**src/rtl/fsk_ctrl_pkg.sv**
```systemverilog
// Shared types and defaults for the FSK threshold controller.
// State encoding, sample width and default parameter values.
package fsk_ctrl_pkg;

    localparam int SAMPLE_W = 16;

    localparam int CAL_LOG2_DEF        = 3;
    localparam int TRACK_SHIFT_DEF     = 4;
    localparam int TIMEOUT_CYCLES_DEF  = 400;
    localparam int DEFAULT_COMPARE_DEF = 200;

    typedef enum logic [1:0] {
        IDLE,
        CALIBRATE,
        TRACK,
        LOST
    } state_t;

endpackage

```
**src/rtl/fsk_threshold_controller_if.sv**
```systemverilog
// Sample stream from the frequency counter and decision stream back.
// master = counter side, slave = threshold controller.
interface fsk_threshold_controller_if;
    import fsk_ctrl_pkg::*;

    logic                sample_valid_i;
    logic [SAMPLE_W-1:0] sample_i;
    logic [SAMPLE_W-1:0] compare_point_o;
    logic                bit_o;
    logic                bit_valid_o;

    modport master (
        output sample_valid_i, sample_i,
        input  compare_point_o, bit_o, bit_valid_o
    );

    modport slave (
        input  sample_valid_i, sample_i,
        output compare_point_o, bit_o, bit_valid_o
    );
endinterface

```
**src/rtl/fsk_threshold_controller_timer.sv**
```systemverilog
// Saturating no-sample timer with clear/enable.
// expire pulses while the count sits at TIMEOUT_CYCLES-1.
module sample_timeout_timer #(
    parameter int TIMEOUT_CYCLES = 400
) (
    input  logic clk,
    input  logic rst,
    input  logic clr,
    input  logic en,
    output logic expire
);
    logic [15:0] count;

    assign expire = en && !clr && (count == 16'(TIMEOUT_CYCLES - 1));

    // Count idle cycles; restart on any sample, when stopped, or on expiry.
    always_ff @(posedge clk) begin
        if (rst) begin
            count <= '0;
        end else if (clr || expire || !en) begin
            count <= '0;
        end else if (count != 16'hFFFF) begin
            count <= count + 16'd1;
        end
    end
endmodule

```
**src/rtl/fsk_threshold_controller.sv**
```systemverilog
// Calibrates and tracks the FSK decision threshold, emits bits,
// and reports lock / loss of signal.
module fsk_threshold_controller
    import fsk_ctrl_pkg::*;
#(
    parameter int CAL_LOG2        = CAL_LOG2_DEF,
    parameter int TRACK_SHIFT     = TRACK_SHIFT_DEF,
    parameter int TIMEOUT_CYCLES  = TIMEOUT_CYCLES_DEF,
    parameter int DEFAULT_COMPARE = DEFAULT_COMPARE_DEF
) (
    input  logic                        clk_200M,
    input  logic                        reset_200M,
    input  logic                        enable_i,
    input  logic                        recalibrate_i,
    fsk_threshold_controller_if.slave   bus,
    output logic                        locked_o,
    output logic                        signal_lost_o
);
    localparam int ACC_W = SAMPLE_W + CAL_LOG2;

    state_t                state, state_n;
    logic [ACC_W-1:0]      acc, acc_n, sum;
    logic [CAL_LOG2-1:0]   cnt, cnt_n;
    logic [SAMPLE_W-1:0]   cp, cp_n, cp_track;
    logic                  bit_q, bit_n, bv, bv_n;
    logic                  accepted, run, expire;
    logic signed [SAMPLE_W:0]   diff, step;
    logic signed [SAMPLE_W+1:0] nt;

    assign accepted = bus.sample_valid_i && (bus.sample_i != '0);
    assign run      = (state == CALIBRATE) || (state == TRACK);
    assign sum      = acc + ACC_W'(bus.sample_i);

    sample_timeout_timer #(
        .TIMEOUT_CYCLES(TIMEOUT_CYCLES)
    ) u_timer (
        .clk    (clk_200M),
        .rst    (reset_200M),
        .clr    (bus.sample_valid_i),
        .en     (run),
        .expire (expire)
    );

    // Tracking step: signed error, arithmetic shift, clamp to 16 bits.
    always_comb begin
        diff     = $signed({1'b0, bus.sample_i}) - $signed({1'b0, cp});
        step     = diff >>> TRACK_SHIFT;
        nt       = $signed({2'b00, cp}) + $signed({step[SAMPLE_W], step});
        cp_track = nt[SAMPLE_W-1:0];
        if (nt[SAMPLE_W+1]) begin
            cp_track = '0;
        end else if (nt[SAMPLE_W]) begin
            cp_track = '1;
        end
    end

    // Next-state and next-output logic.
    always_comb begin
        state_n = state;
        acc_n   = acc;
        cnt_n   = cnt;
        cp_n    = cp;
        bit_n   = bit_q;
        bv_n    = 1'b0;
        unique case (state)
            IDLE: begin
                if (enable_i) begin
                    state_n = CALIBRATE;
                    acc_n   = '0;
                    cnt_n   = '0;
                end
            end
            CALIBRATE: begin
                if (accepted) begin
                    if (cnt == '1) begin
                        cp_n    = sum[CAL_LOG2 +: SAMPLE_W];
                        state_n = TRACK;
                    end else begin
                        acc_n = sum;
                        cnt_n = cnt + CAL_LOG2'(1);
                    end
                end else if (expire) begin
                    state_n = LOST;
                end
            end
            TRACK: begin
                if (recalibrate_i) begin
                    state_n = CALIBRATE;
                    acc_n   = '0;
                    cnt_n   = '0;
                end else if (accepted) begin
                    bit_n = (bus.sample_i < cp);
                    bv_n  = 1'b1;
                    cp_n  = cp_track;
                end else if (expire) begin
                    state_n = LOST;
                end
            end
            LOST: begin
                if (accepted) begin
                    state_n = CALIBRATE;
                    acc_n   = ACC_W'(bus.sample_i);
                    cnt_n   = CAL_LOG2'(1);
                end
            end
            default: state_n = IDLE;
        endcase
        if (!enable_i) begin
            state_n = IDLE;
            cp_n    = cp;
            bit_n   = bit_q;
            bv_n    = 1'b0;
        end
    end

    // State and output registers.
    always_ff @(posedge clk_200M) begin
        if (reset_200M) begin
            state <= IDLE;
            acc   <= '0;
            cnt   <= '0;
            cp    <= SAMPLE_W'(DEFAULT_COMPARE);
            bit_q <= 1'b0;
            bv    <= 1'b0;
        end else begin
            state <= state_n;
            acc   <= acc_n;
            cnt   <= cnt_n;
            cp    <= cp_n;
            bit_q <= bit_n;
            bv    <= bv_n;
        end
    end

    assign bus.compare_point_o = cp;
    assign bus.bit_o           = bit_q;
    assign bus.bit_valid_o     = bv;
    assign locked_o            = (state == TRACK);
    assign signal_lost_o       = (state == LOST);
endmodule

```
**src/flat_wrapper.sv**
```systemverilog
// flat-port wrapper written by rule: the top's interface ports become plain ports
module fsk_threshold_controller_flat import fsk_ctrl_pkg::*;
#(
    parameter int CAL_LOG2        = CAL_LOG2_DEF,
    parameter int TRACK_SHIFT     = TRACK_SHIFT_DEF,
    parameter int TIMEOUT_CYCLES  = TIMEOUT_CYCLES_DEF,
    parameter int DEFAULT_COMPARE = DEFAULT_COMPARE_DEF
)
  (clk_200M, reset_200M, enable_i, recalibrate_i, locked_o, signal_lost_o, bus_sample_valid_i, bus_sample_i, bus_compare_point_o, bus_bit_o, bus_bit_valid_o);
  fsk_threshold_controller_if bus_i ();
  input  logic clk_200M;
  input  logic reset_200M;
  input  logic enable_i;
  input  logic recalibrate_i;
  output logic locked_o;
  output logic signal_lost_o;
  input wire logic [$bits(bus_i.sample_valid_i)-1:0] bus_sample_valid_i;
  input wire logic [$bits(bus_i.sample_i)-1:0] bus_sample_i;
  output wire logic [$bits(bus_i.compare_point_o)-1:0] bus_compare_point_o;
  output wire logic [$bits(bus_i.bit_o)-1:0] bus_bit_o;
  output wire logic [$bits(bus_i.bit_valid_o)-1:0] bus_bit_valid_o;
  assign bus_i.sample_valid_i = bus_sample_valid_i;
  assign bus_i.sample_i = bus_sample_i;
  assign bus_compare_point_o = bus_i.compare_point_o;
  assign bus_bit_o = bus_i.bit_o;
  assign bus_bit_valid_o = bus_i.bit_valid_o;
  fsk_threshold_controller #(.CAL_LOG2(CAL_LOG2), .TRACK_SHIFT(TRACK_SHIFT), .TIMEOUT_CYCLES(TIMEOUT_CYCLES), .DEFAULT_COMPARE(DEFAULT_COMPARE)) u_core (.clk_200M(clk_200M), .reset_200M(reset_200M), .enable_i(enable_i), .recalibrate_i(recalibrate_i), .bus(bus_i), .locked_o(locked_o), .signal_lost_o(signal_lost_o));
endmodule
```
**config.mk**
```make
export PLATFORM = sky130hd
export DESIGN_NAME = fsk_threshold_controller_flat
export DESIGN_NICKNAME = d
export VERILOG_FILES = /design/src/rtl/fsk_ctrl_pkg.sv /design/src/rtl/fsk_threshold_controller_if.sv /design/src/rtl/fsk_threshold_controller_timer.sv /design/src/rtl/fsk_threshold_controller.sv /design/src/flat_wrapper.sv
export SDC_FILE = /design/constraint.sdc
export NUM_CORES = 1
export LEC_CHECK = 0
export ABC_AREA = 1
export CAP_MARGIN = 20
export CORE_ASPECT_RATIO = 0.8
export CORE_MARGIN = 2
export CORE_UTILIZATION = 42
export DETAILED_ROUTE_END_ITERATION = 10
export GPL_ROUTABILITY_DRIVEN = 0
export PLACE_DENSITY = 0.59
export SYNTH_ARGS = -nofsm -noshare
export SYNTH_HDL_FRONTEND = slang
export SYNTH_SLANG_ARGS = --single-unit
```
**constraint.sdc**
```tcl
create_clock -name clk_200M -period 4.4 [get_ports clk_200M]
set_input_delay 0.88 -clock clk_200M [delete_from_list [all_inputs] [get_ports clk_200M]]
set_output_delay 0.88 -clock clk_200M [all_outputs]
set_load 0.05 [all_outputs]
```
==> results.toml, run 1 <==
[synth]
ys_seq_area_share_pct = 19.8
synth_edf_count = 0
ys_ff_latch = 58
ys_warn_count = 0
ys.flop_type = "dfxtp_1"
synthArstFlopShare_pct = 0
synth_area_leaders = "dfxtp_1 (20%), nand2_1 (18%), ha_1 (12%), inv_1 (8.9%), nand3_1 (7.8%)"
syn_inst = 965
syn_avg_cell_area_um2 = 6.06
yosys.area.top_type = "dfxtp_1"
synth_top_area_share_pct = 19.8
yosys.cell_types.count = 43
synth_area_um2 = 5850
syn_nets = 1044

[worst_setup_path]
critPathMaxFanout = 5
arrival_ps = 4370
r2r_end = "u_core.bus.compare_point_o[4]"
end_kind = "register"
critPathKind = "in2reg"
start_kind = "input pin"
timing.rr.start = "u_core.bus.compare_point_o[8]"
crit_path_end = "u_core.bus.compare_point_o[4]"
reg2reg_slack_ps = 810
crit_path_start = "bus_sample_i[7]"
rr_worst_depth = 23
cp.required_ps = 4660

[min_path]
hold_path_class = "reg2reg"
hold_depth = 2
min_from = "u_core.cnt[1]"

[cts]
post_cts_buffers = 0
clkTransAtPathRegs_ps = 50
clock_path_buffers = 2
cts_max_level = 3
post_cts_resized = 0
root_buffer = "clkbuf_16"
cts_buffers = 9
cts_tree = "done"
insertion_delay_ps = 330
cts.sinks = 58
hold_buffers = 0

[finish]
final_cell_mix = "nand2_1 (279), inv_1 (139), nand3_1 (91)"
final_common_cell = "nand2_1"
fin_nets = 1144
drive_gt1_share_pct = 11.0
syn_to_final_growth_pct = 23.6
insertedDiodeCount = 0
fin_area_um2 = 7230

[sta]
tightestPinTransition_ps = 605
skew_ps = 4.89
fin_ws_ps = 296
final.setup.tns_ps = 0
fin_crit_ps = 4100
hold_viol_final = 0
relSlewSlack_pct = 59.7
drv_slew = 0
setup_viol = 0
max_freq_mhz = 244
rsz0062_at_grt = "false"
finalCritPeriodShare_pct = 93.3

[pwr]
power_density_nw_per_um2 = 293
p_total_mw = 2.12
leakagePower_nw = 3.67
vdd.ir_drop.worst_v = 0.000180

[global_routing]
grt-ovfl-total = 0
grt_pass1_vias = 5751
grt_usage_pct = 25.8
grt_max_degree = 27
grt_pass1_wl_um = 29900
antenna_found_initial = 0

[routing]
via_count = 6348
wl_per_cell_um = 14.8
dr.pass1.iters = 5
drt-total-wl_um = 18500
drt-vias-per-instance = 5.08
drc = 0
drt_iter0_drc = 545
postRouteAntennaNets = 0

[floorplanning]
initial_utilization_pct = 43.0
num_rows = 38
die_height_um = 110
ios = 41
die_area_um2 = 14900
coreArea_um2 = 13600
fp.dieW_um = 136

[placement]
numPortBuffers = 40
placedInstanceArea_um2 = 6900
hpwl_um = 14900
pre_cts_ws_ps = -131

[run_status]
outcome = "completed"

[job]
max_cap_violations = 0
==> cell usage after synthesis, types with 2 or more instances <==
cell and instances:
nor3_2 3, nand3_1 91, nand2_2 7, buf_2 6, ha_1 56, nand2_1 280
fa_1 2, clkbuf_1 6, nand4_1 10, xnor2_1 17, xor2_1 17, a31oi_1 4
or2_2 3, a21boi_0 2, nor4_1 6, nor2_4 2, a21oi_1 75, o21ai_0 30
o22ai_1 3, dfxtp_1 58, o21ai_1 4, inv_2 5, a22oi_1 2, nor2_2 4
inv_1 139, nor2_1 83, o21bai_1 5, a21oi_2 2, nor3_1 12, a21o_1 6
buf_4 4, and2_1 2, nand3b_1 9
==> routing by layer <==
layer | wire length (um) | share of wire, % | up-vias | global-route usage, %
met4 | 252 | 1.4 | 0 | 6.70
met3 | 1280 | 6.9 | 19 | 4.01
met2 | 6960 | 38 | 208 | 34.7
met5 | 0 | 0 | - | 0
li1 | - | - | 3336 | -
met1 | 9970 | 54 | 2785 | 41.4
==> per-stage QoR <==
step,hold WS (ps),std cells,utilization (%)
floorplan,448,965,-
global placement,463,1234,50.8
detailed placement,465,1234,50.8
CTS,472,1250,53.1
global route,487,1250,53.2
finish,470,1250,53.2
==> power by group <==
group          internal, mW  switching [mW]  total (mW)  leakage, nW
combinational         0.336           0.476       0.812         3.05
sequential            0.539          0.0139       0.553        0.469
clock                 0.494           0.264       0.757        0.151
total                  1.37           0.754        2.12         3.67
==> worst min path at each step <==
stage	slack [ps]	to
6_report	470	u_core.cnt[1]
4_1_cts	470	u_core.acc[5]
3_3_place_gp	460	u_core.acc[5]
2_1_floorplan	450	u_core.acc[3]
3_5_place_dp	460	u_core.acc[5]
5_1_grt	490	u_core.acc[8]
==> area by class of cell <==
class,instances,area (um2)
clock buffer,9,225
clock inverter,7,93.8
fill,1412,6360
inverter,144,541
multi-input combinational,746,4070
sequential,58,1160
tap,180,225
timing repair buffer,106,921
==> critical path, stage by stage <==
cell             delay [ps]
clkdlybuf4s50_1         520
ha_2                    330
a21oi_1                 150
a21boi_1                210
nand2_2                 140
a21boi_2                170
nor2_1                   60
nor2_1                  110
xnor2_1                 180
ha_1                    320
nand2_1                 110
inv_1                    70
nand2_1                  80
nand2_1                  70
nand2_1                 120
nand2_1                  70
a21oi_1                 140
nand3_1                 120
buf_4                   170
nand2_1                 160
o21ai_1                  90
a21oi_1                 120
==> cells by family after synthesis <==
group	synth area share, %
AND/OR/NAND/NOR	38.4
buffers and inverters	10.8
XOR/XNOR	5.09
AO/OA/AOI/OAI	13.1
flip-flops	19.8
adder cells (fa/ha/maj)	12.7
==> flip-flops by register name, indices dropped and copies added, names as in the netlist <==
| signal | cells |
|---|---|
| u_core.state | 2 |
| u_core.acc | 19 |
| u_core.bus.bit_o | 1 |
| u_core.bus.bit_valid_o | 1 |
| u_core.bus.compare_point_o | 16 |
| u_core.u_timer.count | 16 |
| u_core.cnt | 3 |
Note: power is estimated with default switching activity, not from simulation.
==> run 2, diff against run 1 <==
Settings changed: CORE_ASPECT_RATIO 0.8 to default.
Clock period 4.4 ns to 4.6 ns, I/O delays scaled along.
==> results.toml, run 2 (same netlist as run 1, synthesis figures left out) <==
[run_status]
outcome = "completed"

[min_path]
hold_path_class = "reg2reg"

[sta]
rsz0062_at_grt = "false"
tightestPinTransition_ps = 724
fin_ws_ps = 271
fin_crit_ps = 4330
max_freq_mhz = 231
final.setup.tns_ps = 0
finalCritPeriodShare_pct = 94.1
relSlewSlack_pct = 51.6
skew_ps = 5.07
hold_viol_final = 0
setup_viol = 0
drv_slew = 0
holdWs_ps = 472

[placement]
pre_cts_ws_ps = -61.5
hpwl_um = 14000
dp_cells = 1198
numPortBuffers = 40

[cts]
insertion_delay_ps = 340
cts_buffers = 9
hold_buffers = 0
root_buffer = "clkbuf_16"
clock_path_buffers = 2
cts_max_level = 3
clkTransAtPathRegs_ps = 60
cts.sinks = 58
cts_tree = "done"

[floorplanning]
ios = 41
initial_utilization_pct = 42.7
coreArea_um2 = 13700
die_area_um2 = 14900
fp.dieW_um = 122
num_rows = 43
die_height_um = 122

[worst_setup_path]
crit_top_cell = "nand2_1"
critPathKind = "in2reg"
arrival_ps = 4610
slowest_delay_ps = 480
crit_buf_inv = 6
start_kind = "input pin"
critPathMaxFanout = 12
critPathTopFamily = "simple AND/OR/NAND/NOR gates"
end_kind = "register"
cp.required_ps = 4880
critPathSlowestCell = "clkdlybuf4s50_1"

[finish]
insertedDiodeCount = 0
fill_cells = 1453
fin_nets = 1108
final_common_cell = "nand2_1"
largest_reg_flops = 19
top_register = "u_core.acc"
drive_gt1_share_pct = 7.64
final_cells = 1214
final_cell_mix = "nand2_1 (280), inv_1 (139), nand3_1 (91)"
syn_to_final_growth_pct = 19.2

[global_routing]
grt_pass1_wl_um = 28400
grt-ovfl-total = 0
antenna_found_initial = 0
grt_max_degree = 27
grt_usage_pct = 24.2
grt_pass1_vias = 5714

[pwr]
power_density_nw_per_um2 = 288
p_total_mw = 2.01
vdd.ir_drop.worst_v = 0.000164
leakagePower_nw = 3.52

[routing]
drt-total-wl_um = 17600
dr.pass1.iters = 5
via_count = 6253
wl_per_cell_um = 14.5
drt_iter0_drc = 413
drc = 0
drt-vias-per-instance = 5.15
postRouteAntennaNets = 0

[job]
max_cap_violations = 0
[run 2: cell type report]
class                           count  area [um2]  share of cell area, %
Multi-Input combinational cell    746        4060                   58.2
Sequential cell                    58        1160                   16.6
Timing Repair Buffer               70         638                   9.15
Inverter                          144         541                   7.75
Clock buffer                        9         225                   3.23
Tap cell                          180         225                   3.23
Clock inverter                      7         125                   1.79
[run 2: worst paths after layout]
check / from / to / slack, ps / depth (start not counted)
max: bus_sample_i[7] / u_core.bus.compare_point_o[3] / 270 / 27
min: u_core.cnt[2] / u_core.cnt[2] / 470 / 2
max reg2reg: u_core.bus.compare_point_o[7] / u_core.bus.compare_point_o[3] / 850 / 27
min reg2reg: u_core.cnt[2] / u_core.cnt[2] / 470 / 2
[run 2: worst min-delay path: cells and delay by family (launching register included)]
family,cells,cell delay (ps)
compound gates,1,60
flops,1,310
simple gates,1,60
[run 2: per-stage QoR]
step	util, %	instance area, um2
finish	50.8	6980
global route	50.8	6980
CTS	50.8	6970
detailed placement	48.3	6620
global placement	48.3	6620
floorplan	-	5850
[run 2: repair_timing]
item	4_1_cts	5_1_grt
gates resized for setup	0	2
setup endpoints to repair	0	16
buffers inserted	0	0
[run 2: power breakdown]
part	switching [mW]	internal [mW]
sequential	0.0133	0.515
clock	0.259	0.534
combinational	0.430	0.256
[run 2: per-layer routing]
layer	vias to the layer above	global-route usage (%)	share of wire, %
met5	-	0	0
met4	0	7.04	1.6
met3	21	3.18	4.5
met2	151	39.8	46
met1	2814	33.1	48
li1	3267	-	-
==> variant 1: new RTL, flow settings as in run 2 <==
Make the reset (`reset_200M` and `rst`) asynchronous in 2 clocked blocks.
--- a/src/rtl/fsk_threshold_controller_timer.sv
+++ b/src/rtl/fsk_threshold_controller_timer.sv
@@ -15,5 +15,5 @@
 
     // Count idle cycles; restart on any sample, when stopped, or on expiry.
-    always_ff @(posedge clk) begin
+    always_ff @(posedge clk or posedge rst) begin
         if (rst) begin
             count <= '0;
--- a/src/rtl/fsk_threshold_controller.sv
+++ b/src/rtl/fsk_threshold_controller.sv
@@ -115,5 +115,5 @@
 
     // State and output registers.
-    always_ff @(posedge clk_200M) begin
+    always_ff @(posedge clk_200M or posedge reset_200M) begin
         if (reset_200M) begin
             state <= IDLE;
Formal check against the unedited RTL: differs if reset_200M is asserted again (counterexample within 10 cycles, from zero or initial values and one cycle with reset_200M high); with reset_200M held inactive, the same outputs for 10 cycles.
==> variant 1 against run 2 <==
Area after synthesis rose by 6.1%. Global-route usage fell by 0.68 points. Maximum frequency is 5.3% higher. Setup slack gained 220 ps. Wire length is 1.6% higher. Hold slack better by 20 ps. Sequential cell count unchanged. First-iteration DRC count shrank 9.4%. Design area grew 2.9%. Sequential share of layout area up 3.6 points. Non-clock buffer count decreased by 15. Critical path type unchanged. Critical endpoint is now u_core.bus.compare_point_o[14].
Power is not compared: it rests on default switching activity, and its combinational part moved more than twofold at a synthesized area within 25%.
==> variant 1: results (changes against run 2) <==
[setup_path]
rrSetupSlack_ps=950  ; +100 ps
r2r-end=u_core.bus.compare_point_o[14]
cp_max_fo=16  ; +4
cp.arrival_ps=4380  ; -230 ps
regToRegStartpoint=u_core.bus.compare_point_o[6]
cpPeakStageDelay_ps=500  ; +20 ps
reg2reg_depth=22  ; -19%
endpoint=u_core.bus.compare_point_o[14]
worstSetupStartpoint=bus_sample_i[5]

[timing]
relSlewSlack_pct=43.0  ; -8.6 points
skew_ps=7.63  ; +2.57 ps
period_minus_slack_ps=4110  ; -218 ps

[detailed_routing]
met1_length_um=8660  ; +2.5%
dr_wl_met2_um=8420  ; +4.0%
drtPass1Iterations=4  ; -1
wl_met3_um=548  ; -30%
dr_total_vias=6092  ; -2.6%
drt_iter0_markers=374  ; -9.4%
routedWlPerCell_um=14.9  ; +2.4%

[min_path]
whs_path_depth=2  ; unchanged

[place]
place_ws_ps=126  ; +188 ps
dpl-instance-area_mm2=0.00685  ; +3.4%
place_hpwl_um=14300  ; +2.2%

[synth]
yosys-top-cells-count=nand2_1 (281), inv_1 (138), nor2_1 (106)
ys_types=45  ; +4.7%
synth-async-reset-ratio_pct=100  ; +100 points
syn_area_mm2=0.00621  ; +6.1%
postSynthAreaPerCell_um2=6.44  ; +6.1%
yosys.area.top_type=dfrtp_1
synth.area.top_cells=dfrtp_1 (22%), nand2_1 (17%), ha_1 (11%)
ys_seq_area_share_pct=23.4  ; +3.6 points

[run_status]
status=complete, no violations

[cells_and_area]
largest_reg_flops=19  ; unchanged
final_core_util_pct=49.6  ; -1.3 points
final_cells=1204  ; -0.82%
fillCellCount=1548  ; +6.5%
drive_gt1_share_pct=8.14  ; +0.50 points
final_nets=1094  ; -1.3%

[global_route]
grt_pass1_wl_um=29800  ; +5.1%
grt_pass1_vias=5844  ; +2.3%
grtUsageTotal_pct=23.5  ; -0.68 points
grt_max_degree=39  ; +44%

[clock_tree]
post_cts_buffers=0  ; unchanged

-- variant 1: cell types whose count changed in the layout (fill, tap and decap cells not counted), moves of 11 or more --
cell     delta
dfxtp_1    -58
dfrtp_1    +55
nor2_1     +23
buf_4      -14
nand3_1    -14
a21oi_1    -12
a21oi_2    +11
-- variant 1: worst min-delay path by stage --
| stage | startpoint | to | slack [ps] |
|---|---|---|---|
| finish | u_core.acc[3] | u_core.acc[3] | 490 |
| global route | u_core.acc[3] | u_core.acc[3] | 510 |
| CTS | u_core.acc[3] | u_core.acc[3] | 490 |
| detailed placement | u_core.acc[4] | u_core.acc[4] | 480 |
| global placement | u_core.acc[4] | u_core.acc[4] | 470 |
| floorplan | u_core.acc[3] | u_core.acc[3] | 450 |
-- variant 1: layout make-up --
class / instances / area share (%)
repair buffers: 55 / 7.15
clock inverters: 4 / 1.03
clock buffers: 12 / 3.57
flip-flops and latches: 58 / 20.3
well taps: 184 / 3.21
multi-input cells: 745 / 57.1
inverters: 146 / 7.64
-- variant 1: cells by family after synthesis --
kind of cell	count (synthesis)	share of synthesized area, %
xor+xnor	31	4.37
fa+ha+maj	58	11.9
compound gates	131	12.3
buf+inv	162	10.6
flops	58	23.4
simple gates	525	37.4
-- variant 1: power groups by stage --
stage               Combinational (µW)  Sequential [µW]  Clock (µW)
floorplan                         3210             1010           0
detailed placement                4450              805           0
finish                            4510              801         763
global placement                  4470              805           0
global route                      5110              820         799
CTS                               4490              799         773
-- variant 1: layer usage --
metal / vias to the layer above / track usage (%)
li1: 3204 / -
met1: 2787 / 32.0
met2: 81 / 39.3
met3: 20 / 3.47
met4: 0 / 5.88
met5: - / 0
==> variant 2: new RTL, settings of run 2 <==
Made on the original files. Change the package constant `SAMPLE_W` from 16 to 32.
--- a/src/rtl/fsk_ctrl_pkg.sv
+++ b/src/rtl/fsk_ctrl_pkg.sv
@@ -3,5 +3,5 @@
 package fsk_ctrl_pkg;
 
-    localparam int SAMPLE_W = 16;
+    localparam int SAMPLE_W = 32;
 
     localparam int CAL_LOG2_DEF        = 3;
Interface: changed (resized bus_compare_point_o and bus_sample_i); port bits go from 41 to 73. No check against the original RTL was run, so the function may have changed too.
==> variant 2 against run 2 <==
Area after synthesis increased by 87%. Design area increased by 120%. Highest routed layer unchanged. Critical endpoint is now u_core.bus.compare_point_o[17]. Setup slack got worse by 66 ps. Total power increased by 65%. Clock skew increased by 8.0 ps. Sequential cell count increased by 32. Count of clock-buffer cells in the layout increased by 2. First-iteration DRC count increased to 2.6 times the old value. Wire length increased by 130%.
==> variant 2: results (changes against run 2) <==
[power_and_ir_drop]
sequentialPowerShare_pct=25.1  ; -1.2 points
seq_power_uw=829  ; +57%
p_leak_uw=0.00748  ; +110%
powerComb_uw=1670  ; +140%
peakVddDrop_uv=184  ; +12%
swShare_pct=40.0  ; +5.0 points

[clock_tree]
root_buffer=clkbuf_16
insertion_delay_ps=360  ; +20 ps

[synth]
ys_seq_area_share_pct=16.4  ; -3.4 points
synth-main-ff-cell=dfxtp_1
synth-async-reset-ratio_pct=0  ; unchanged
ys_types=44  ; +2.3%
syn_nets=2051  ; +96%
yosys-top-cells-count=nand2_1 (569), inv_1 (267), a21oi_1 (206)
synth.area.top_cells=nand2_1 (19%), dfxtp_1 (16%), ha_1 (12%)
syn_inst=1907  ; +98%

[cells_and_area]
largest_reg_flops=35  ; +16
final_nets=2354  ; +110%
antenna_cells=0  ; unchanged
drive_gt1_share_pct=17.9  ; +10 points

[detailed_routing]
wl_um=41000  ; +130%
routedWlPerCell_um=16.1  ; +11%
dr_wl_met2_um=18900  ; +130%
met1_length_um=18500  ; +120%
drt_iter0_markers=1071  ; +160%
drtPass1Iterations=8  ; +3
viasPerCell=5.25  ; +2.0%
wl_met3_um=2130  ; +170%

[setup_path]
r2r-end=u_core.bus.compare_point_o[17]
cp_max_fo=10  ; -2
cp.arrival_ps=4680  ; +70 ps
reg2reg_depth=27  ; unchanged
rrSetupSlack_ps=510  ; -340 ps
regToRegStartpoint=u_core.bus.compare_point_o[1]
worstSetupStartpoint=bus_sample_i[0]

[global_route]
use_met1_pct=38.5  ; +5.4 points
grt_pass1_wl_um=64200  ; +130%
grtUsageTotal_pct=28.7  ; +4.5 points
grt.met3_usage_pct=2.13  ; -1.1 points
grt_max_degree=41  ; +52%
grt_pass1_vias=12800  ; +120%
globalRouteMet2Util_pct=48.5  ; +8.7 points

[place]
dpl-instance-area_mm2=0.0139  ; +110%
port_buffers=72  ; +80%
dp_cells=2526  ; +110%
place_hpwl_um=33100  ; +140%

[min_path]
min_to=u_core.bus.bit_o
hold_start=u_core.bus.bit_o

[timing]
tightest_slew_ps=905  ; +182 ps
skew_ps=13.1  ; +7.99 ps

[run_status]
status=complete, no violations

==> variant 2: kinds of logic (layout without fill, tap and decap cells) <==
kind of cell | after synthesis | in the layout | synth area share [%]
DFF | 90 | 90 | 16.4
buffers and inverters | 311 | 619 | 11.0
xor gates and xnor gates | 67 | 67 | 5.35
and+or+nand+nor | 958 | 958 | 36.4
adders and majority gates | 107 | 107 | 12.3
AOI/OAI and AO/OA | 374 | 374 | 18.5
==> variant 2: final cells by class <==
| class | count | area (µm²) |
|---|---|---|
| Clock buffer | 11 | 253 |
| Clock inverter | 5 | 60.1 |
| Fill cell | 2572 | 10800 |
| Inverter | 270 | 1020 |
| Multi-Input combinational cell | 1506 | 8640 |
| Sequential cell | 90 | 1800 |
| Tap cell | 335 | 419 |
| Timing Repair Buffer | 333 | 2820 |
==> variant 2: stage by stage <==
stage	worst slack, ps	hold slack (ps)
after global routing	-20.5	494
after CTS	0.643	473
final	205	469
after detailed placement	-621	460
after floorplan	592	448
after global placement	-524	457
==> variant 2: worst max-delay path, cell delays in order <==
cell,delay [ps]
clkdlybuf4s50_1,480
inv_1,90
buf_4,160
a21oi_1,140
o211ai_1,100
nand2_1,110
a21oi_1,70
buf_4,150
o21ai_4,150
buf_4,140
nand2_1,40
nand2_1,90
xor2_2,210
ha_4,260
nand2_1,90
inv_1,60
nand2_1,60
nand2_1,70
o21bai_1,190
a21oi_2,180
nand2_2,100
nand2_1,90
nand2_2,90
nor2_8,160
bufbuf_16,290
o21ai_2,50
a21oi_1,120
==> variant 2: what timing repair did <==
action / 4_1_cts / 5_1_grt
gates resized for setup: 43 / 90
pin swaps: 4 / 22
buffers inserted: 2 / 4
endpoints found under the setup margin: 32 / 32
gates cloned: 1 / 0
hold buffers: 0 / 0
